===== src/rtl/lab4d_pkg.sv =====
// Shared constants and state encoding for the LAB4D serial configuration writer.
package lab4d_pkg;
  localparam int unsigned NUM_LAB4    = 12;
  localparam int unsigned SERIAL_BITS = 24;
  localparam int unsigned PRESCALE_W  = 8;
  localparam int unsigned SEL_W       = 4;

  localparam logic [SEL_W-1:0] BROADCAST_SEL = 4'hF;

  typedef enum logic [1:0] {
    IDLE  = 2'd0,
    LOW   = 2'd1,
    HIGH  = 2'd2,
    LATCH = 2'd3
  } state_t;
endpackage


===== src/rtl/lab4d_phase_timer.sv =====
// Prescale phase counter: loads P, counts down to zero, flags the last cycle of a phase.
module lab4d_phase_timer
  import lab4d_pkg::*;
(
  input  logic                  clk_i,
  input  logic                  rst_i,
  input  logic                  load_i,
  input  logic [PRESCALE_W-1:0] prescale_i,
  output logic                  phase_end_c
);

  logic [PRESCALE_W-1:0] cnt;

  // Saturates at zero so an idle timer never wraps.
  always_ff @(posedge clk_i) begin
    if (rst_i) begin
      cnt <= '0;
    end else if (load_i) begin
      cnt <= prescale_i;
    end else if (cnt != '0) begin
      cnt <= cnt - PRESCALE_W'(1);
    end
  end

  assign phase_end_c = (cnt == '0);

endmodule


===== src/rtl/lab4d_serial_writer.sv =====
// Serial word writer for a bank of LAB4D chips (SIN/SCLK/PCLK per chip).
// Optional SHOUT readback capture is built when LAB4D_SERIAL_READBACK_EN is defined.
module lab4d_serial_writer
  import lab4d_pkg::*;
#(
  parameter int unsigned NUM_LAB4    = lab4d_pkg::NUM_LAB4,
  parameter int unsigned SERIAL_BITS = lab4d_pkg::SERIAL_BITS
) (
  input  logic                   clk_i,
  input  logic                   rst_i,
  input  logic                   go_i,
  input  logic [SERIAL_BITS-1:0] word_i,
  input  logic [SEL_W-1:0]       select_i,
  input  logic [PRESCALE_W-1:0]  prescale_i,
  output logic                   busy_o,
  output logic                   done_o,
  output logic                   err_o,
  output logic [NUM_LAB4-1:0]    SIN,
  output logic [NUM_LAB4-1:0]    SCLK,
  output logic [NUM_LAB4-1:0]    PCLK,
  input  logic [NUM_LAB4-1:0]    SHOUT,
  output logic [SERIAL_BITS-1:0] readback_o
);

  localparam int unsigned BIT_W = (SERIAL_BITS > 1) ? $clog2(SERIAL_BITS) : 1;
  localparam logic [BIT_W-1:0] LAST_BIT = BIT_W'(SERIAL_BITS - 1);

  state_t                  state, state_n;
  logic [SERIAL_BITS-1:0]  shreg, shreg_n;
  logic [SEL_W-1:0]        sel_q, sel_n;
  logic [PRESCALE_W-1:0]   pre_q, pre_n, load_p;
  logic [BIT_W-1:0]        bit_cnt, bit_cnt_n;
  logic [NUM_LAB4-1:0]     mask_n;
  logic                    sel_valid, accept, load, phase_end_c;
  logic                    done_n, err_n, sin_n, sclk_n, pclk_n;

  lab4d_phase_timer u_timer (
    .clk_i       (clk_i),
    .rst_i       (rst_i),
    .load_i      (load),
    .prescale_i  (load_p),
    .phase_end_c (phase_end_c)
  );

  assign sel_valid = (select_i == BROADCAST_SEL) || (32'(select_i) < NUM_LAB4);

  // Next-state, datapath and next pin values.
  always_comb begin
    state_n   = state;
    shreg_n   = shreg;
    sel_n     = sel_q;
    pre_n     = pre_q;
    bit_cnt_n = bit_cnt;
    accept    = 1'b0;
    load      = 1'b0;
    done_n    = 1'b0;
    err_n     = 1'b0;
    unique case (state)
      IDLE: begin
        if (go_i) begin
          if (sel_valid) begin
            accept    = 1'b1;
            load      = 1'b1;
            state_n   = LOW;
            shreg_n   = word_i;
            sel_n     = select_i;
            pre_n     = prescale_i;
            bit_cnt_n = '0;
          end else begin
            err_n = 1'b1;
          end
        end
      end
      LOW: begin
        if (phase_end_c) begin
          load    = 1'b1;
          state_n = HIGH;
        end
      end
      HIGH: begin
        if (phase_end_c) begin
          load = 1'b1;
          if (bit_cnt == LAST_BIT) begin
            state_n = LATCH;
          end else begin
            state_n   = LOW;
            bit_cnt_n = bit_cnt + BIT_W'(1);
            shreg_n   = {shreg[SERIAL_BITS-2:0], 1'b0};
          end
        end
      end
      LATCH: begin
        if (phase_end_c) begin
          state_n = IDLE;
          done_n  = 1'b1;
        end
      end
      default: state_n = IDLE;
    endcase

    load_p = accept ? prescale_i : pre_q;
    sin_n  = ((state_n == LOW) || (state_n == HIGH)) && shreg_n[SERIAL_BITS-1];
    sclk_n = (state_n == HIGH);
    pclk_n = (state_n == LATCH);
    for (int unsigned i = 0; i < NUM_LAB4; i++) begin
      mask_n[i] = (sel_n == BROADCAST_SEL) || (32'(sel_n) == i);
    end
  end

  // State register plus registered outputs.
  always_ff @(posedge clk_i) begin
    if (rst_i) begin
      state   <= IDLE;
      shreg   <= '0;
      sel_q   <= '0;
      pre_q   <= '0;
      bit_cnt <= '0;
      busy_o  <= 1'b0;
      done_o  <= 1'b0;
      err_o   <= 1'b0;
      SIN     <= '0;
      SCLK    <= '0;
      PCLK    <= '0;
    end else begin
      state   <= state_n;
      shreg   <= shreg_n;
      sel_q   <= sel_n;
      pre_q   <= pre_n;
      bit_cnt <= bit_cnt_n;
      busy_o  <= (state_n != IDLE);
      done_o  <= done_n;
      err_o   <= err_n;
      SIN     <= {NUM_LAB4{sin_n}} & mask_n;
      SCLK    <= {NUM_LAB4{sclk_n}} & mask_n;
      PCLK    <= {NUM_LAB4{pclk_n}} & mask_n;
    end
  end

`ifdef LAB4D_SERIAL_READBACK_EN
  logic [SEL_W-1:0] rb_idx;

  assign rb_idx = (sel_q == BROADCAST_SEL) ? '0 : sel_q;

  // SHOUT is sampled at the end of each HIGH phase, first sample lands in the MSB.
  always_ff @(posedge clk_i) begin
    if (rst_i || accept) begin
      readback_o <= '0;
    end else if ((state == HIGH) && phase_end_c) begin
      readback_o <= {readback_o[SERIAL_BITS-2:0], SHOUT[rb_idx]};
    end
  end
`else
  logic unused_shout;

  assign unused_shout = ^SHOUT;
  assign readback_o   = '0;
`endif

endmodule


===== config.mk =====
export PLATFORM = sky130hd
export DESIGN_NAME = lab4d_serial_writer
export DESIGN_NICKNAME = d
export VERILOG_FILES = /design/src/rtl/lab4d_pkg.sv /design/src/rtl/lab4d_phase_timer.sv /design/src/rtl/lab4d_serial_writer.sv
export SDC_FILE = /design/constraint.sdc
export NUM_CORES = 1
export LEC_CHECK = 0
export BUFFER_PORTS_ARGS = -buffer_cell sky130_fd_sc_hd__buf_2
export CORE_UTILIZATION = 30
export DETAILED_ROUTE_END_ITERATION = 6
export RECOVER_POWER = 25
export SYNTH_ARGS = -nofsm -noshare
export SYNTH_HDL_FRONTEND = slang
export SYNTH_HIERARCHICAL = 1
export SYNTH_SLANG_ARGS = --single-unit

===== constraint.sdc =====
create_clock -name clk_i -period 4.5 [get_ports clk_i]
set_clock_uncertainty 0.2 [all_clocks]
set_input_delay 0.9 -clock clk_i [delete_from_list [all_inputs] [get_ports clk_i]]
set_output_delay 0.9 -clock clk_i [all_outputs]
set_load 0.02 [all_outputs]

==> out/results.txt, run 1 <==
Run status - finished clean
GRT Util Overall - 12.6%
Area grow syn2layout - 15.8%
Post-synthesis cell type count - 66
Core area - 12800 sq um
# port buffers - 77
Max_slew headroom - 29.3%
R2r setup slk - 1.22 ns
Hold path start - shreg[0]
Fin crit period - 3.28 ns
Seq/Total Area, Yosys - 45.0%
Clock root cell - clkbuf_16
Antenna viol nets, final - 0
Met3 Use GR - 5.47%
CP peak stage delay - 0.47 ns
Post-DP HPWL - 5990 um
Final wirelength - 8540 um
Slowest stage cell, crit path - ha_1
GRT Max-Usage Layer - met2
# placed instances - 664
Final setup TNS - 0 ns
Pre-antenna DRT Iters - 6
Post-synth EDFFs - 0
Hold crit path type - flop to flop
Worst VDD drop - 286 uV
FMAX - 0.305 GHz
Syn Inst Count - 436
Post-CTS resize count - 0
Reg2reg end - PCLK[4]
Final Hold Fails - 0
Worst Hold Slack - 0.264 ns
Final Non-Filler Cells - 680
Area leader, netlist - dfxtp_1
Die X - 117 um
Largest net degree at the start of global routing - 37
Clock tree buffer depth - 2
Sw frac - 33.8%
Die Ht - 117 um
Sequential fraction of design power - 41.5%
Unrepaired setup endpoints after global routing - false
H-Tree Depth - 3
Drt drc - 0
Grt total ovfl - 0
P_leak - 1.81 nW
Hold path cells - 2
CP Cell Sequence - inv_1 > ha_1 > nand2_1 > a31oi_4 > buf_4 > o22ai_1 > o21ai_4 > nor3_1
Layout cells sized above 1 - 18.3%
Number of clock sinks - 90
Combinational share of power - 26.6%
CP Capture Type - flop
CTS tree - built
Vias per cell - 4.68
Synth top area share - 45.0%
# rows - 41
Vias in the first global route - 2906
First-pass GRT wire length - 14100 um
CTS clock-pin slew for the worst setup and hold paths - 0.07 ns
Clock Latency Late Sink - 0.35 ns
Initial cell density of the core - 31.2%
Met2 usage - 19.5%
Routed wire per std cell - 12.6 um
CTS Buf Count - 9
Pwr dens - 493 nW/um^2
Launch point of the worst reg-to-reg path - state[1]
Fin util - 36.1%
Initial antenna violation count - 0
Vias - 3185
Async SR Flop Fraction - 0%
GRT met1 Usage - 15.8%
Final period util - 72.9%
WS Path Type - flop to flop
Final setup vio count - 0
Synth Cell Area - 4000 sq um
Top cells by area, synth - dfxtp_1 (45%), nor3_1 (5.8%), buf_4 (5.3%)
Clock power share - 31.9%
Final slew viol count - 0
DRT iter0 DRCs - 111
Post-CTS Setup Inserts - 0
Syn avg cell area - 9.18 sq um
Ports - 114
Crit path DAT - 3.29 ns
Post-synthesis register bit count - 90
P_sw - 0.000772 W
Least-Margin Pin Slew - 1.06 ns
WHS Endpoint - shreg[0]
Startpoint Class - flop
Hold_buf cts - 0
Crit-path max FO - 36
RePlAce Congestion - 0.762
Total of max-cap violations - 0
Die ar. - 13800 sq um
Ys Warns - 6
Worst EP required - 4.51 ns
P_int - 0.00151 W
Ys flop type - dfxtp_1
Fin nets - 563
Worst reg2reg path depth - 8
Ant. Diodes - 0
==> area by class of cell <==
cell class / count / area (sq um)
repair buffers: 82 / 384
clock buffers: 9 / 225
flip-flops and latches: 90 / 1800
well taps: 172 / 215
fillers: 1341 / 8190
multi-input cells: 308 / 1900
inverters: 12 / 45.0
clock inverters: 7 / 66.3
==> worst max-delay path by stage <==
stage | startpoint | to | slack (ns)
after CTS | u_timer/cnt[3] | SIN[4] | 1.28
final | state[1] | PCLK[4] | 1.22
after global placement | select_i[1] | SIN[4] | 1.25
after detailed placement | select_i[1] | SIN[4] | 1.23
after floorplan | select_i[1] | SIN[5] | 1.62
after global routing | state[1] | SCLK[4] | 0.99
==> flip-flops by register name, indices dropped and copies added, names as in the netlist, 4 cells and up <==
name         count
PCLK            12
SCLK            12
SIN             12
bit_cnt          5
pre_q            8
sel_q            4
shreg           24
u_timer/cnt      8
==> layer usage <==
metal | vias up | part of all wire (%)
met2 | 98 | 44
met5 | - | 0
li1 | 1614 | -
met4 | 0 | 1.2
met3 | 10 | 7.3
met1 | 1463 | 48
==> layout by cell type, fill, tap and decap left out, drive strengths merged, types with 5 or more instances in the layout <==
cell,count
nand2,48
clkbuf,40
dfxtp,90
buf,51
xnor2,6
nand3,7
conb,24
inv,17
and2,5
a221oi,23
ha,9
a21oi,20
nor2b,13
o21ai,9
nor3,49
nor2,47
==> kinds of logic after synthesis <==
logic type | share of synthesized area, %
buf+inv | 9.54
flops | 45.0
mux | 0.532
other cells | 0.0937
fa+ha+maj | 2.81
compound gates | 16.7
xor+xnor | 1.72
simple gates | 23.5
==> worst max-delay path: cells and delay by family (launching register included) <==
kind	cells	cell delay (ns)
compound gates	3	1.08
fa+ha+maj	1	0.47
buf+inv	2	0.59
flops	1	0.35
simple gates	2	0.43
==> power by group through the flow <==
stage          clock, W  combinational [W]  sequential (W)
2_1_floorplan         0           0.000538        0.000956
3_3_place_gp          0           0.000595        0.000961
3_5_place_dp          0           0.000612        0.000964
4_1_cts        0.000751           0.000616        0.000947
5_1_grt        0.000783           0.000687        0.000957
6_report       0.000730           0.000607        0.000949
==> cell usage after synthesis, types with 2 or more instances <==
cell	count
a211oi_1	4
a21o_1	3
a21oi_1	19
a221oi_1	23
and2_1	3
buf_1	2
buf_2	5
buf_4	28
buf_6	2
clkbuf_1	10
dfxtp_1	90
ha_1	9
inv_1	12
nand2_1	45
nand2_2	2
nand2b_1	4
nand3_1	6
nand4b_1	3
nor2_1	47
nor2b_1	13
nor3_1	46
nor3_2	3
o21ai_0	4
o21ai_4	3
o22ai_2	2
o32ai_1	4
xnor2_1	5
==> stage by stage <==
stage | total power (W) | setup slack (ns) | cell area, sq um
2_1_floorplan | 0.00149 | 1.62 | 4090
3_3_place_gp | 0.00156 | 1.25 | 4390
3_5_place_dp | 0.00158 | 1.23 | 4390
4_1_cts | 0.00231 | 1.28 | 4680
5_1_grt | 0.00243 | 0.985 | 4630
6_report | 0.00229 | 1.22 | 4630
Note: power is estimated with default switching activity, not from simulation.
==> run 2: changes to the inputs <==
--- a/config.mk
+++ b/config.mk
@@ -5,6 +5,7 @@
 export SDC_FILE = /design/constraint.sdc
 export NUM_CORES = 1
 export LEC_CHECK = 0
+export ABC_AREA = 1
 export BUFFER_PORTS_ARGS = -buffer_cell sky130_fd_sc_hd__buf_2
 export CORE_UTILIZATION = 30
 export DETAILED_ROUTE_END_ITERATION = 6
==> constraint.sdc (replaced) <==
create_clock -name clk_i -period 2.86 [get_ports clk_i]
set_clock_uncertainty 0.2 [all_clocks]
set_input_delay 0.572 -clock clk_i [delete_from_list [all_inputs] [get_ports clk_i]]
set_output_delay 0.572 -clock clk_i [all_outputs]
set_load 0.02 [all_outputs]
==> out/results.txt, run 2 <==
Drt drc - 0 (unchanged)
Sw frac - 33.9% (+0.091 points)
H-Tree Depth - 3 (unchanged)
Ports - 114 (unchanged)
Routed wire per std cell - 10.7 um (-15%)
Unrepaired setup endpoints after global routing - false
Final wirelength - 8560 um (+0.20%)
CP most frequent cell - nand2_1
Fin util - 36.8% (+0.64 points)
Final setup vio count - 0 (unchanged)
Seq/Total Area, Yosys - 45.7% (+0.64 points)
Worst VDD drop - 279 uV (-2.6%)
Post-CTS resize count - 0 (unchanged)
Initial antenna violation count - 0 (unchanged)
Fin crit period - 2.46 ns (-0.825 ns)
Total of max-cap violations - 0 (unchanged)
Crit-path max FO - 34 (-5.6%)
Placed cell area - 4410 sq um (+0.40%)
Clock root cell - clkbuf_16
Clock Latency Late Sink - 0.35 ns (about the same)
Max FFs per register - 24 (unchanged)
Top cells by area, synth - dfxtp_1 (46%), nor2_1 (13%), nand2_1 (12%)
Post-DP HPWL - 6100 um (+1.9%)
Sequential fraction of design power - 41.7% (+0.2 points)
Worst EP required - 2.91 ns (-1.60 ns)
Most common cell after layout, fill and taps aside - nor2_1
RePlAce Congestion - 0.771 (+1.2%)
Post-synth EDFFs - 0 (unchanged)
Pre-antenna DRT Iters - 4 (-2)
Number of clock sinks - 90 (unchanged)
Run status - finished clean
First-pass GRT wire length - 13900 um (-1.5%)
Largest Register - shreg
Final period util - 85.9% (+13 points)
Initial cell density of the core - 31.0% (-0.19 points)
CTS Buf Count - 9 (unchanged)
Count leader, synth - nor2_1
Synth top area share - 45.7% (+0.64 points)
Synth Cell Area - 3950 sq um (-1.4%)
GRT Util Overall - 13.3% (+0.67 points)
WS Path Type - flop to flop
FMAX - 0.407 GHz (+34%)
P_leak - 2.09 nW (+16%)
Ant. Diodes - 0 (unchanged)
Hold crit path type - flop to flop
Ys Warns - 6 (unchanged)
# rows - 41 (unchanged)
Clock tree buffer depth - 2 (unchanged)
CP peak stage delay - 0.35 ns (-0.12 ns)
CP Cell Sequence - inv_1 > ha_1 > nand2_1 > inv_2 > nand2_1 > nand2_1 > nand2_2 > inv_2 > buf_12 > nand3_1 > nand2_1 > nor2_1
Largest net degree at the start of global routing - 35 (-5.4%)
Post-CTS Setup Inserts - 0 (unchanged)
Layout cells sized above 1 - 14.1% (-4.2 points)
CTS tree - built
Syn avg cell area - 7.13 sq um (-22%)
Final Hold Fails - 0 (unchanged)
Die Ht - 117 um (-0.69%)
Antenna viol nets, final - 0 (unchanged)
Async SR Flop Fraction - 0% (unchanged)
Slowest stage cell, crit path - dfxtp_1
Finished Cell Area - 4680 sq um (+0.95%)
Post-synthesis cell type count - 29 (-56%)
Area leader, netlist - dfxtp_1
Pwr dens - 735 nW/um^2 (+49%)
Crit path DAT - 2.50 ns (-0.79 ns)
Final slew viol count - 0 (unchanged)
Vias in the first global route - 3110 (+7.0%)
Hold_buf cts - 0 (unchanged)
Clock power share - 34.6% (+2.7 points)
Post-synthesis register bit count - 90 (unchanged)
Startpoint Class - flop
Vias per cell - 4.21 (-10%)
P_int - 0.00227 W (+50%)
CP Capture Type - flop
CTS clock-pin slew for the worst setup and hold paths - 0.07 ns (about the same)
Die X - 117 um (-0.69%)
Final setup TNS - 0 ns (unchanged)
Most frequent cells in the layout - nor2_1 (133), nand2_1 (132), dfxtp_1 (90)
# port buffers - 77 (unchanged)
Core area - 12700 sq um (-0.80%)
DRT iter0 DRCs - 114 (+2.7%)
Area grow syn2layout - 18.6%
Vias - 3379 (+6.1%)
Ys flop type - dfxtp_1
Synth top cells by count - nor2_1 (133), nand2_1 (131), dfxtp_1 (90)
Fin nets - 686 (+22%)
Syn Inst Count - 553 (+27%)
P_sw - 0.00116 W (+51%)
Combinational share of power - 23.7% (-2.9 points)
Grt total ovfl - 0 (unchanged)
Die ar. - 13600 sq um (-1.4%)
[run 2: changes by cell type in the layout (fill, tap and decap cells not counted), sizes merged, moves of 4 or more]
cell / previous run / this run
nand2: 48 / 136
nand3: 7 / 37
o21ai: 9 / 16
inv: 17 / 43
and2: 5 / 0
nand2b: 4 / 0
a211oi: 4 / 0
nor2b: 13 / 0
o32ai: 4 / 0
a221oi: 23 / 0
nor2: 47 / 137
or2: 1 / 8
nor3: 49 / 6
[run 2: cells by family (layout without fill, tap and decap cells)]
kind of cell	after synthesis	after routing	share of synthesized area, %
buffers and inverters	85	140	11.2
and+or+nand+nor	329	329	34.6
xor gates and xnor gates	5	5	1.11
AOI/OAI and AO/OA	34	34	4.47
adders and majority gates	9	9	2.85
other	1	24	0.0951
DFF	90	90	45.7
[run 2: power by group through the flow]
stage          combinational, W  clock [W]  sequential, W
6_report               0.000814    0.00119        0.00143
5_1_grt                0.000936    0.00127        0.00145
4_1_cts                0.000820    0.00123        0.00143
3_5_place_dp           0.000815          0        0.00146
3_3_place_gp           0.000794          0        0.00146
2_1_floorplan          0.000683          0        0.00145
[run 2: path summary, 6_finish.rpt]
check	start	end	slack, ns	cells after the start
min	shreg[23]	shreg[23]	0.28	2
min reg2reg	shreg[23]	shreg[23]	0.28	2
max	state[1]	shreg[11]	0.40	12
max reg2reg	state[1]	shreg[11]	0.40	12
[run 2: area by class of cell]
cell class | instances | area (sq um)
Tap cell | 172 | 215
Multi-Input combinational cell | 401 | 1790
Sequential cell | 90 | 1800
Fill cell | 1396 | 8040
Inverter | 40 | 150
Clock buffer | 9 | 225
Timing Repair Buffer | 84 | 413
Clock inverter | 7 | 81.3
[run 2: per-layer routing]
| metal | vias to the layer above | wire, um | track usage [%] |
|---|---|---|---|
| met1 | 1500 | 4080 | 16.2 |
| li1 | 1794 | - | - |
| met2 | 74 | 3900 | 21.7 |
| met4 | 0 | 130 | 5.32 |
| met5 | - | 0 | 0 |
| met3 | 11 | 453 | 4.51 |
[run 2: through the flow]
stage | total power (W) | hold slack [ns] | std cells | setup WS, ns
2_1_floorplan | 0.00213 | 0.246 | 576 | 0.596
3_3_place_gp | 0.00225 | 0.263 | 787 | 0.296
3_5_place_dp | 0.00228 | 0.270 | 787 | 0.260
4_1_cts | 0.00348 | 0.276 | 803 | 0.251
5_1_grt | 0.00365 | 0.289 | 803 | 0.125
6_report | 0.00344 | 0.278 | 803 | 0.404
[run 2: critical path: cells and delay by family (launching register included)]
family	cells	cell delay (ns)
buf+inv	4	0.74
simple gates	7	0.84
flops	1	0.35
fa+ha+maj	1	0.22
==> run 3: changes to the inputs <==
--- a/config.mk
+++ b/config.mk
@@ -6,7 +6,7 @@
 export NUM_CORES = 1
 export LEC_CHECK = 0
 export ABC_AREA = 1
-export BUFFER_PORTS_ARGS = -buffer_cell sky130_fd_sc_hd__buf_2
+export BUFFER_PORTS_ARGS = -buffer_cell sky130_fd_sc_hd__clkbuf_2
 export CORE_UTILIZATION = 30
 export DETAILED_ROUTE_END_ITERATION = 6
 export RECOVER_POWER = 25
==> out/results.txt, run 3 (synthesized netlist as in run 2, its figures left out) <==
Run status - finished clean
Die X - 117 um (unchanged)
Clock Latency Late Sink - 0.35 ns (about the same)
# rows - 41 (unchanged)
Total power - 0.00343 W (-0.24%)
CTS Buf Count - 9 (unchanged)
Hold_buf cts - 0 (unchanged)
Largest Register - shreg
Core area - 12700 sq um (unchanged)
WS Path Type - flop to flop
Sw frac - 33.7% (-0.15 points)
Most frequent cells in the layout - nor2_1 (133), nand2_1 (132), dfxtp_1 (90)
CTS tree - built
Layout cells sized above 1 - 14.1% (unchanged)
P_sw - 0.00116 W (-0.68%)
DRT iter0 DRCs - 179 (+57%)
Worst EP required - 2.90 ns (about the same)
Clock tree buffer depth - 2 (unchanged)
P_leak - 2.09 nW (about the same)
P_int - 0.00227 W (about the same)
Routed wire per std cell - 10.5 um (-2.0%)
Die ar. - 13600 sq um (unchanged)
CTS clock-pin slew for the worst setup and hold paths - 0.07 ns (about the same)
Area grow syn2layout - 18.6% (unchanged)
GRT Util Overall - 13.0% (-0.29 points)
Drt drc - 0 (unchanged)
Sequential fraction of design power - 41.8% (about the same)
Post-CTS Setup Inserts - 0 (unchanged)
Pwr dens - 733 nW/um^2 (-0.24%)
Total of max-cap violations - 0 (unchanged)
Number of clock sinks - 90 (unchanged)
Combinational share of power - 23.7% (about the same)
Final wirelength - 8390 um (-2.0%)
Crit path DAT - 2.57 ns (+0.07 ns)
Most common cell after layout, fill and taps aside - nor2_1
Fin crit period - 2.53 ns (+0.0777 ns)
Finished Cell Area - 4680 sq um (unchanged)
# port buffers - 77 (unchanged)
Initial antenna violation count - 0 (unchanged)
Ant. Diodes - 0 (unchanged)
Unrepaired setup endpoints after global routing - false
Vias in the first global route - 3101 (-0.29%)
Pre-antenna DRT Iters - 4 (unchanged)
Largest net degree at the start of global routing - 49 (+40%)
H-Tree Depth - 3 (unchanged)
Hold crit path type - flop to flop
CP Capture Type - flop
Vias per cell - 4.23 (+0.59%)
Placed cell area - 4410 sq um (unchanged)
Final period util - 88.6% (+2.7 points)
Worst VDD drop - 383 uV (+37%)
Startpoint Class - flop
Hold path cells - 2 (unchanged)
Antenna viol nets, final - 0 (unchanged)
Post-DP HPWL - 6050 um (-0.82%)
Final setup vio count - 0 (unchanged)
Initial cell density of the core - 31.0% (unchanged)
RePlAce Congestion - 0.790 (+2.5%)
First-pass GRT wire length - 13800 um (-0.64%)
Ports - 114 (unchanged)
Fin nets - 686 (unchanged)
Worst reg2reg path depth - 14 (+2)
Clock power share - 34.5% (about the same)
Max FFs per register - 24 (unchanged)
Die Ht - 117 um (unchanged)
Crit-path max FO - 17 (-50%)
Clock root cell - clkbuf_16
Final Hold Fails - 0 (unchanged)
Final slew viol count - 0 (unchanged)
Vias - 3399 (+0.59%)
Final setup TNS - 0 ns (unchanged)
Grt total ovfl - 0 (unchanged)
FMAX - 0.395 GHz (-3.1%)
[run 3: routing by layer]
| metal | track usage (%) | routed length, um | share of wire (%) | vias to the layer above |
|---|---|---|---|---|
| li1 | - | - | - | 1803 |
| met1 | 15.5 | 3930 | 47 | 1499 |
| met2 | 22.0 | 3910 | 47 | 85 |
| met3 | 3.68 | 421 | 5.0 | 12 |
| met4 | 5.49 | 136 | 1.6 | 0 |
| met5 | 0 | 0 | 0 | - |
[run 3: path summary, 6_finish.rpt]
path / to / slack (ns) / start
setup / recovery: u_timer/cnt[5] / 0.33 / state[1]
hold / removal: shreg[23] / 0.28 / shreg[23]
setup reg to reg: u_timer/cnt[5] / 0.33 / state[1]
hold reg to reg: shreg[23] / 0.28 / shreg[23]
[run 3: through the flow]
| stage | util, % | hold slack (ns) | setup slack (ns) | std cells |
|---|---|---|---|---|
| 3_3_place_gp | 34.6 | 0.261 | 0.312 | 787 |
| 6_report | 36.8 | 0.281 | 0.326 | 803 |
| 4_1_cts | 37.0 | 0.275 | 0.209 | 803 |
| 2_1_floorplan | - | 0.246 | 0.596 | 576 |
| 5_1_grt | 36.8 | 0.291 | 0.0818 | 803 |
| 3_5_place_dp | 34.6 | 0.272 | 0.209 | 787 |
[run 3: worst max-delay path: stages, from the launching register on]
cell and delay (ns):
dfxtp_1 0.40, inv_1 0.10, ha_1 0.23, nand2_1 0.17, inv_2 0.09, nand2_1 0.15, buf_4 0.25, inv_2 0.11
or2_2 0.28, o21ai_1 0.10, inv_1 0.07, nor2_1 0.12, nor2_1 0.05, nand2_1 0.08, nor2_1 0.04
[run 3: area by class of cell]
cell class | instances | area, sq um
sequential | 90 | 1800
clock buffer | 9 | 225
clock inverter | 7 | 81.3
multi-input combinational | 401 | 1790
fill | 1392 | 8040
tap | 172 | 215
inverter | 40 | 150
timing repair buffer | 84 | 413
[run 3: power groups by stage]
stage,Combinational [W],Clock (W),Sequential [W]
floorplan,0.000683,0,0.00145
finish,0.000814,0.00118,0.00143
detailed placement,0.000815,0,0.00146
global placement,0.000791,0,0.00146
CTS,0.000818,0.00122,0.00143
global route,0.000936,0.00127,0.00145
[run 3: repair_timing]
item,CTS,global route
resized for setup,0,1
hold endpoints to repair,0,0
setup endpoints to repair,0,1
